## src/rtl/multdiv_pkg.sv

```systemverilog
// Shared types and constants for the mult/div issue controller.
// Exception status codes are written to the status register when an operation faults or times out.
package multdiv_pkg;

   typedef enum logic [1:0] {
      IDLE  = 2'd0,
      START = 2'd1,
      BUSY  = 2'd2,
      DONE  = 2'd3
   } md_state_e;

   localparam int          RSTATUS_REG_DEF    = 30;
   localparam int          TIMEOUT_CYCLES_DEF = 48;
   localparam logic [31:0] EXC_MULT           = 32'd4;
   localparam logic [31:0] EXC_DIV            = 32'd5;

   function automatic logic [31:0] exc_code(input logic is_div);
      return is_div ? EXC_DIV : EXC_MULT;
   endfunction

endpackage

```

## src/rtl/md_busy_counter.sv

```systemverilog
// Saturating 6-bit cycle counter with synchronous clear and count enable.
module md_busy_counter (
   input  logic       clock,
   input  logic       reset_n,
   input  logic       clr,
   input  logic       en,
   output logic [5:0] count
);

   logic [5:0] count_q, count_d;

   always_comb begin
      count_d = count_q;
      if (clr) begin
         count_d = '0;
      end else if (en && (count_q != 6'h3f)) begin
         count_d = count_q + 6'd1;
      end
   end

   always_ff @(posedge clock or negedge reset_n) begin
      if (!reset_n) begin
         count_q <= '0;
      end else begin
         count_q <= count_d;
      end
   end

   assign count = count_q;

endmodule

```

## src/rtl/multdiv_issue_ctrl.sv

```systemverilog
// Issue controller between the execute stage and the multiplier/divider: latches operands,
// pulses the start strobe, waits for the result (with timeout) and raises a writeback request.
//
//   state | meaning
//   IDLE  | waiting for an issue; accepting one stalls upstream in the same cycle
//   START | one-cycle start pulse to the multiplier or divider
//   BUSY  | waiting for md_resultRDY or the timeout
//   DONE  | one-cycle writeback, upstream released
module multdiv_issue_ctrl
   import multdiv_pkg::*;
#(
   parameter int TIMEOUT_CYCLES = TIMEOUT_CYCLES_DEF,
   parameter int RSTATUS_REG    = RSTATUS_REG_DEF
) (
   input  logic        clock,
   input  logic        reset_n,
   input  logic        issue_valid,
   input  logic        issue_is_div,
   input  logic [31:0] issue_opA,
   input  logic [31:0] issue_opB,
   input  logic [4:0]  issue_rd,
   input  logic        flush,
   output logic        stall,
   output logic        md_ctrl_MULT,
   output logic        md_ctrl_DIV,
   output logic [31:0] md_operandA,
   output logic [31:0] md_operandB,
   input  logic [31:0] md_result,
   input  logic        md_exception,
   input  logic        md_resultRDY,
   output logic        wb_valid,
   output logic [4:0]  wb_rd,
   output logic [31:0] wb_data,
   output logic [5:0]  busy_count
);

   md_state_e   state_q, state_d;
   logic [31:0] opa_q, opa_d;
   logic [31:0] opb_q, opb_d;
   logic [4:0]  rd_q, rd_d;
   logic        is_div_q, is_div_d;
   logic [4:0]  wb_rd_q, wb_rd_d;
   logic [31:0] wb_data_q, wb_data_d;

   logic        stall_c;
   logic        cnt_clr;
   logic        cnt_en;
   logic [5:0]  busy_count_w;
   logic [6:0]  busy_inc;
   logic        timeout;

   md_busy_counter u_busy_counter (
      .clock   (clock),
      .reset_n (reset_n),
      .clr     (cnt_clr),
      .en      (cnt_en),
      .count   (busy_count_w)
   );

   // Timeout fires in the BUSY cycle whose increment brings the count to TIMEOUT_CYCLES.
   assign busy_inc = {1'b0, busy_count_w} + 7'd1;
   assign timeout  = (int'(busy_inc) >= TIMEOUT_CYCLES);

   always_comb begin
      state_d      = state_q;
      opa_d        = opa_q;
      opb_d        = opb_q;
      rd_d         = rd_q;
      is_div_d     = is_div_q;
      wb_rd_d      = wb_rd_q;
      wb_data_d    = wb_data_q;
      stall_c      = 1'b0;
      md_ctrl_MULT = 1'b0;
      md_ctrl_DIV  = 1'b0;
      wb_valid     = 1'b0;
      cnt_clr      = 1'b0;
      cnt_en       = 1'b0;

      unique case (state_q)
         IDLE: begin
            if (issue_valid && !flush) begin
               stall_c  = 1'b1;
               opa_d    = issue_opA;
               opb_d    = issue_opB;
               rd_d     = issue_rd;
               is_div_d = issue_is_div;
               cnt_clr  = 1'b1;
               state_d  = START;
            end
         end
         START: begin
            stall_c      = 1'b1;
            md_ctrl_DIV  = is_div_q;
            md_ctrl_MULT = !is_div_q;
            state_d      = flush ? IDLE : BUSY;
         end
         BUSY: begin
            stall_c = 1'b1;
            cnt_en  = 1'b1;
            if (flush) begin
               state_d = IDLE;
            end else if (md_resultRDY) begin
               if (md_exception) begin
                  wb_rd_d   = 5'(RSTATUS_REG);
                  wb_data_d = exc_code(is_div_q);
               end else begin
                  wb_rd_d   = rd_q;
                  wb_data_d = md_result;
               end
               state_d = DONE;
            end else if (timeout) begin
               wb_rd_d   = 5'(RSTATUS_REG);
               wb_data_d = exc_code(is_div_q);
               state_d   = DONE;
            end
         end
         DONE: begin
            wb_valid = !flush;
            state_d  = IDLE;
         end
         default: state_d = IDLE;
      endcase
   end

   always_ff @(posedge clock or negedge reset_n) begin
      if (!reset_n) begin
         state_q   <= IDLE;
         opa_q     <= '0;
         opb_q     <= '0;
         rd_q      <= '0;
         is_div_q  <= 1'b0;
         wb_rd_q   <= '0;
         wb_data_q <= '0;
      end else begin
         state_q   <= state_d;
         opa_q     <= opa_d;
         opb_q     <= opb_d;
         rd_q      <= rd_d;
         is_div_q  <= is_div_d;
         wb_rd_q   <= wb_rd_d;
         wb_data_q <= wb_data_d;
      end
   end

   // The IDLE accept stall is combinational from issue_valid, so hold it low while reset is applied.
   assign stall       = stall_c & reset_n;
   assign md_operandA = opa_q;
   assign md_operandB = opb_q;
   assign wb_rd       = wb_rd_q;
   assign wb_data     = wb_data_q;
   assign busy_count  = busy_count_w;

endmodule

```

## config.mk

```make
export PLATFORM = sky130hd
export DESIGN_NAME = multdiv_issue_ctrl
export DESIGN_NICKNAME = d
export VERILOG_FILES = /design/src/rtl/multdiv_pkg.sv /design/src/rtl/md_busy_counter.sv /design/src/rtl/multdiv_issue_ctrl.sv
export SDC_FILE = /design/constraint.sdc
export NUM_CORES = 1
export LEC_CHECK = 0
export BUFFER_PORTS_ARGS = -buffer_cell sky130_fd_sc_hd__buf_2
export CORE_MARGIN = 10
export CORE_UTILIZATION = 40
export CTS_CLUSTER_SIZE = 8
export DETAILED_ROUTE_END_ITERATION = 8
export GPL_ROUTABILITY_DRIVEN = 1
export PLACE_DENSITY = 0.77
export SYNTH_ARGS = -nofsm -noshare
export SYNTH_HDL_FRONTEND = slang
export SYNTH_HIERARCHICAL = 1
export SYNTH_SLANG_ARGS = --single-unit
```

## constraint.sdc

```tcl
create_clock -name clock -period 1.7 [get_ports clock]
set_clock_uncertainty 0.05 [all_clocks]
set_input_delay 0.17 -clock clock [delete_from_list [all_inputs] [get_ports clock]]
set_output_delay 0.17 -clock clock [all_outputs]
set_load 0.02 [all_outputs]
```

# Word level (Yosys, flattened, before mapping)

Index checks and enable logic that the tools add are counted.
W data, S select, Z words.

Input port bits: 108
Output and inout port bits: 111
Word-level logic and storage cells: 52
Bits in registers: 115

Muxes and demuxes: 22
Eq/ne operators: 6
Order comparisons: 1
Bitwise logic cells: 2
Reduce and logical (&&, ||, !) cells: 11
$add $sub $neg: 2

Operator list:

| operator              | number |
|---|---|
| $mux W32              | 3 |
| $mux W5               | 3 |
| $mux W6               | 2 |
| $mux W2               | 5 |
| $pmux W2 S4           | 1 |
| $add A6 B1 Y7 const B | 1 |
| $ge A7 B6 Y1 const B  | 1 |
| $mux W1               | 7 |
| $add A6 B1 Y6 const B | 1 |
| $ne A6 B6 Y1 const B  | 1 |
| $eq A2 B2 Y1 const B  | 2 |
| $ne A4 B4 Y1 const B  | 1 |
| $reduce_and A2 Y1     | 2 |
| $reduce_bool A2 Y1    | 2 |
| $reduce_and A3 Y1     | 1 |
| $eq A2 B1 Y1 const B  | 1 |
| $logic_and A1 B1 Y1   | 2 |
| $logic_not A1 Y1      | 2 |
| $logic_not A2 Y1      | 1 |
| $ne A2 B2 Y1 const B  | 1 |
| $pmux W1 S2           | 1 |
| $reduce_or A2 Y1      | 1 |
| $and A1 B1 Y1         | 1 |
| $not A1 Y1            | 1 |

# Logic depth before layout (Yosys ltp)

Depth in word-level cells: 6
Mapped depth: 8

# Modules after synthesis

Netlist, hierarchy kept.

By module, submodules not included:

| module             | times used | area each (µm²) | cells each | seq. area each (µm²) |
|---|---|---|---|---|
| multdiv_issue_ctrl | 1          | 4242.8          | 266        | 2727.6 |
| md_busy_counter    | 1          | 345.3           | 35         | 150.1 |

# Worst setup path before layout

No wires, ideal clock.

Kind: register to output
Start: register state_q[0]
End: output port stall
Stages on the path, launching flop included: 8
Setup slack: -0.098 ns
Arrival time: 1.578 ns
Path buffers: 2
Cell sequence: dfrtp_1 > inv_1 > ha_1 > nor3b_1 > buf_4 > buf_6 > nor2_1 > nor3b_2

Longest elaborated chain between the ends: 4

RTL lines:

| what                                         | line                      | RTL |
|---|---|---|
| from (decl)                                  | multdiv_issue_ctrl.sv:37  | `md_state_e state_q, state_d;` |
| from (signal assigned)                       | multdiv_issue_ctrl.sv:135 | `state_q <= state_d;` |
| $eq A2 B2 Y1 or $eq A2 B1 Y1 (tied branches) | multdiv_issue_ctrl.sv:79  | `unique case (state_q)` |
| $reduce_or A2 Y1 (no line)                   | -                         |  |
| $pmux W1 S2 (*)                              | multdiv_issue_ctrl.sv:79  |  |
| $and A1 B1 Y1 (*)                            | multdiv_issue_ctrl.sv:146 | `assign stall = stall_c & reset_n;` |
| to (decl)                                    | multdiv_issue_ctrl.sv:23  | `output logic stall,` |

Mark *: on every way between the ends. The rest lies on a longest branch, timed or not.

# Worst setup path after layout

Same ends and word-level chain as after synthesis.

==> qor.txt <==
Startpoint class of the critical path - flop
CTS Buf Count - 17
Clock slew at reported path FFs - 0.05 ns
Final Hold Fails - 0
Netlist cell types - 36
EDFF count, synth - 0
Sequential power share - 31.2%
RD Place Congestion - 0.788
Final setup violation count - 77
Most common cell after layout, fill and taps aside - buf_2
Crit end category - output port
Layout Cells excl Fill - 844
Die Width - 127 µm
Die Ht - 127 µm
FF+latch area - 0.00288 mm²
Tot GR Track Use - 20.0%
FMAX - 0.496 GHz
Mapped Cells - 301
Slew headroom - 61.0%
Seq/Total Area, Yosys - 62.7%
I/O pin count - 219
Largest net degree at the start of global routing - 116
FF+latch count, synth - 115
Post-DRT Antenna Nets - 0
Measured slew at the worst slew-check pin - 0.585 ns
Psw - 5.47 mW
Commonest non-fill, non-tap cells in the layout - buf_2 (214), dfrtp_1 (115), dlygate4sd3_1 (103)
Pwr Total - 15.3 mW
Ys Warns - 6
Drt wl/cell - 21.1 µm
RSZ-0062 raised after global routing - yes
Synth-to-layout area growth - 86.3%
DR WL met2 - 9020 µm
Mapped cell area - 0.00459 mm²
Max_cap viols - 0
Syn nets - 416
Vias - 4,256
Final min period - 2.02 ns
Largest family of logic cells by synthesized area - multiplexers
Starting DRT DRC Count - 239
DRC viols - 0
Pint - 9.85 mW
Overflow after GRT - 0
WL met1 - 7110 µm
First drt pass iteration count - 5
Crit path DAT - 1.80 ns
Clock power share - 23.7%
Leak Pwr - 4.29 nW
NumNets Final - 802
Core Region - 0.0113 mm²
Tcrit/Tclk final - 119%
Simple-gate share of the synthesized area - 4.28%
Violated checks - negative setup slack
Asr flop ratio synth - 100%
CP Class - reg2out
Fillcell total - 663
Required time worst endpoint - 1.48 ns
Fin worst setup slack - -0.316 ns
Status - finished, violations left
CTS Buffer Depth - 2
Adder-Cell Fraction of Synth Area - 1.91%
Gate power share - 45.1%
Global-route wire length before repair - 25,700 µm
Syn avg cell area - 15.2 µm²
Most used DFF post-synth - dfrtp_1
Post-DP HPWL - 9600 µm
DR WL met3 - 1470 µm
Post-synthesis compound-gate area fraction - 9.87%
Switch share - 35.7%
Worst vdd ir - 1.10 mV
CTS Root Cell - clkbuf_16
CTS tree - done
Row count - 39
CTS Sinks - 115
Pwr dens - 1790 mW/mm²
Share of post-route cells with drive strength above 1 - 58.0%
Vias in the first global route - 4,581
Fin. max-slew vios - 0
Via-to-Cell Ratio - 5.04
Initial antenna violation count - 1
Total Wirelength - 17,800 µm
Largest fanout on the critical path - 2
Mux contribution to synthesized area - 17.6%
Skew-Pair Late Insertion Delay - 0.40 ns
Synth Area in XOR/XNOR - 0%
Worst min-delay path class - in2reg
DP Cell Count - 668
DIE AREA - 0.0162 mm²
Multi-input logic area - 0.00202 mm²
Max layer used - met4
CTS H-tree lvls - 4
Starting Density - 40.5%
Number of port buffers - 218
[power groups by stage]
stage               logic [mW]  clock network, mW  registers (mW)
global placement          5.13                  0            4.58
detailed placement        5.27                  0            4.65
floorplan                 1.78                  0            6.06
finish                    6.91               3.63            4.78
CTS                       6.21               3.66            4.64
global route              7.31               3.82            4.89
[registers in the layout, indices dropped and copies added (netlist names)]
name / flops
rd_q: 5
md_operandB: 32
wb_rd: 5
u_busy_counter/count: 6
wb_data: 32
is_div_q: 1
state_q: 2
md_operandA: 32
[per-stage QoR]
step	hold slack (ns)	setup WS, ns	util, %	cell area, µm²	TNS [ns]
after global placement	0.283	-0.212	52.5	5950	-11.29
after global routing	0.306	-0.404	75.5	8550	-20.38
after detailed placement	0.297	-0.320	52.5	5950	-19.07
after CTS	0.193	-0.316	72.1	8160	-12.74
final	0.288	-0.316	75.5	8550	-15.33
after floorplan	-0.176	0.0239	-	4610	0
[cell families after synthesis]
family,Yosys count
AO/OA/AOI/OAI,53
adder cells (fa/ha/maj),7
buffers and inverters,20
flip-flops,115
multiplexers,72
AND/OR/NAND/NOR,34
[layer usage]
layer	vias to the layer above	global-route usage [%]
li1	1894	-
met1	2102	23.0
met2	236	34.3
met3	24	7.24
met4	0	5.96
met5	-	0
[cell type report]
class                           count  share of cell area (%)
Sequential cell                   115                    33.7
Timing Repair Buffer              377                    33.3
Clock buffer                       22                    5.55
Tap cell                          143                    2.09
Antenna cell                        1                  0.0293
Inverter                            5                   0.220
Clock inverter                     10                    1.52
Multi-Input combinational cell    171                    23.6
[synth_stat cells (2+ instances only)]
master / number / area [µm²]
buf_6: 11 / 124
dfrtp_1: 115 / 2880
o21ai_0: 2 / 10.0
inv_1: 5 / 18.8
buf_2: 3 / 15.0
nor2b_1: 3 / 18.8
o311ai_0: 2 / 17.5
mux2_2: 70 / 788
nand3_1: 4 / 20.0
mux2i_1: 2 / 20.0
nor3b_1: 3 / 22.5
a211oi_1: 2 / 15.0
o22a_1: 5 / 43.8
nor2_1: 8 / 30.0
and2_1: 2 / 12.5
nand2_1: 5 / 18.8
ha_1: 7 / 87.6
nand4_1: 3 / 18.8
a31oi_1: 2 / 12.5
a22o_1: 31 / 272
[worst paths after layout]
path / from / to / slack [ns] / cells past startpoint
worst max register to register: state_q[0] / md_operandB[9] / -0.31 / 10
worst max-delay path: state_q[0] / stall / -0.32 / 8
min in group asynchronous: reset_n / rd_q[4] / 0.45 / 3
worst min-delay path: flush / state_q[1] / 0.29 / 5
max in group asynchronous: reset_n / md_operandB[0] / 0.72 / 3
worst min register to register: wb_data[0] / wb_data[0] / 0.43 / 2
[worst max-delay path: stages, from the launching register on]
cell	delay (ns)
dfrtp_1	0.39
inv_2	0.08
buf_6	0.10
ha_4	0.12
nor3b_4	0.20
buf_6	0.13
nor2_2	0.04
nor3b_4	0.19
buf_6	0.15
[what timing repair did]
action | in CTS | in global routing
endpoints found under the setup margin | 101 | 105
buffers inserted | 15 | 19
gates cloned | 10 | 2
pin swaps | 8 | 8
gates resized for setup | 69 | 67
hold endpoints to repair | 217 | 0
hold buffers | 103 | 0
No activity file was read; power rests on OpenSTA's default activity.
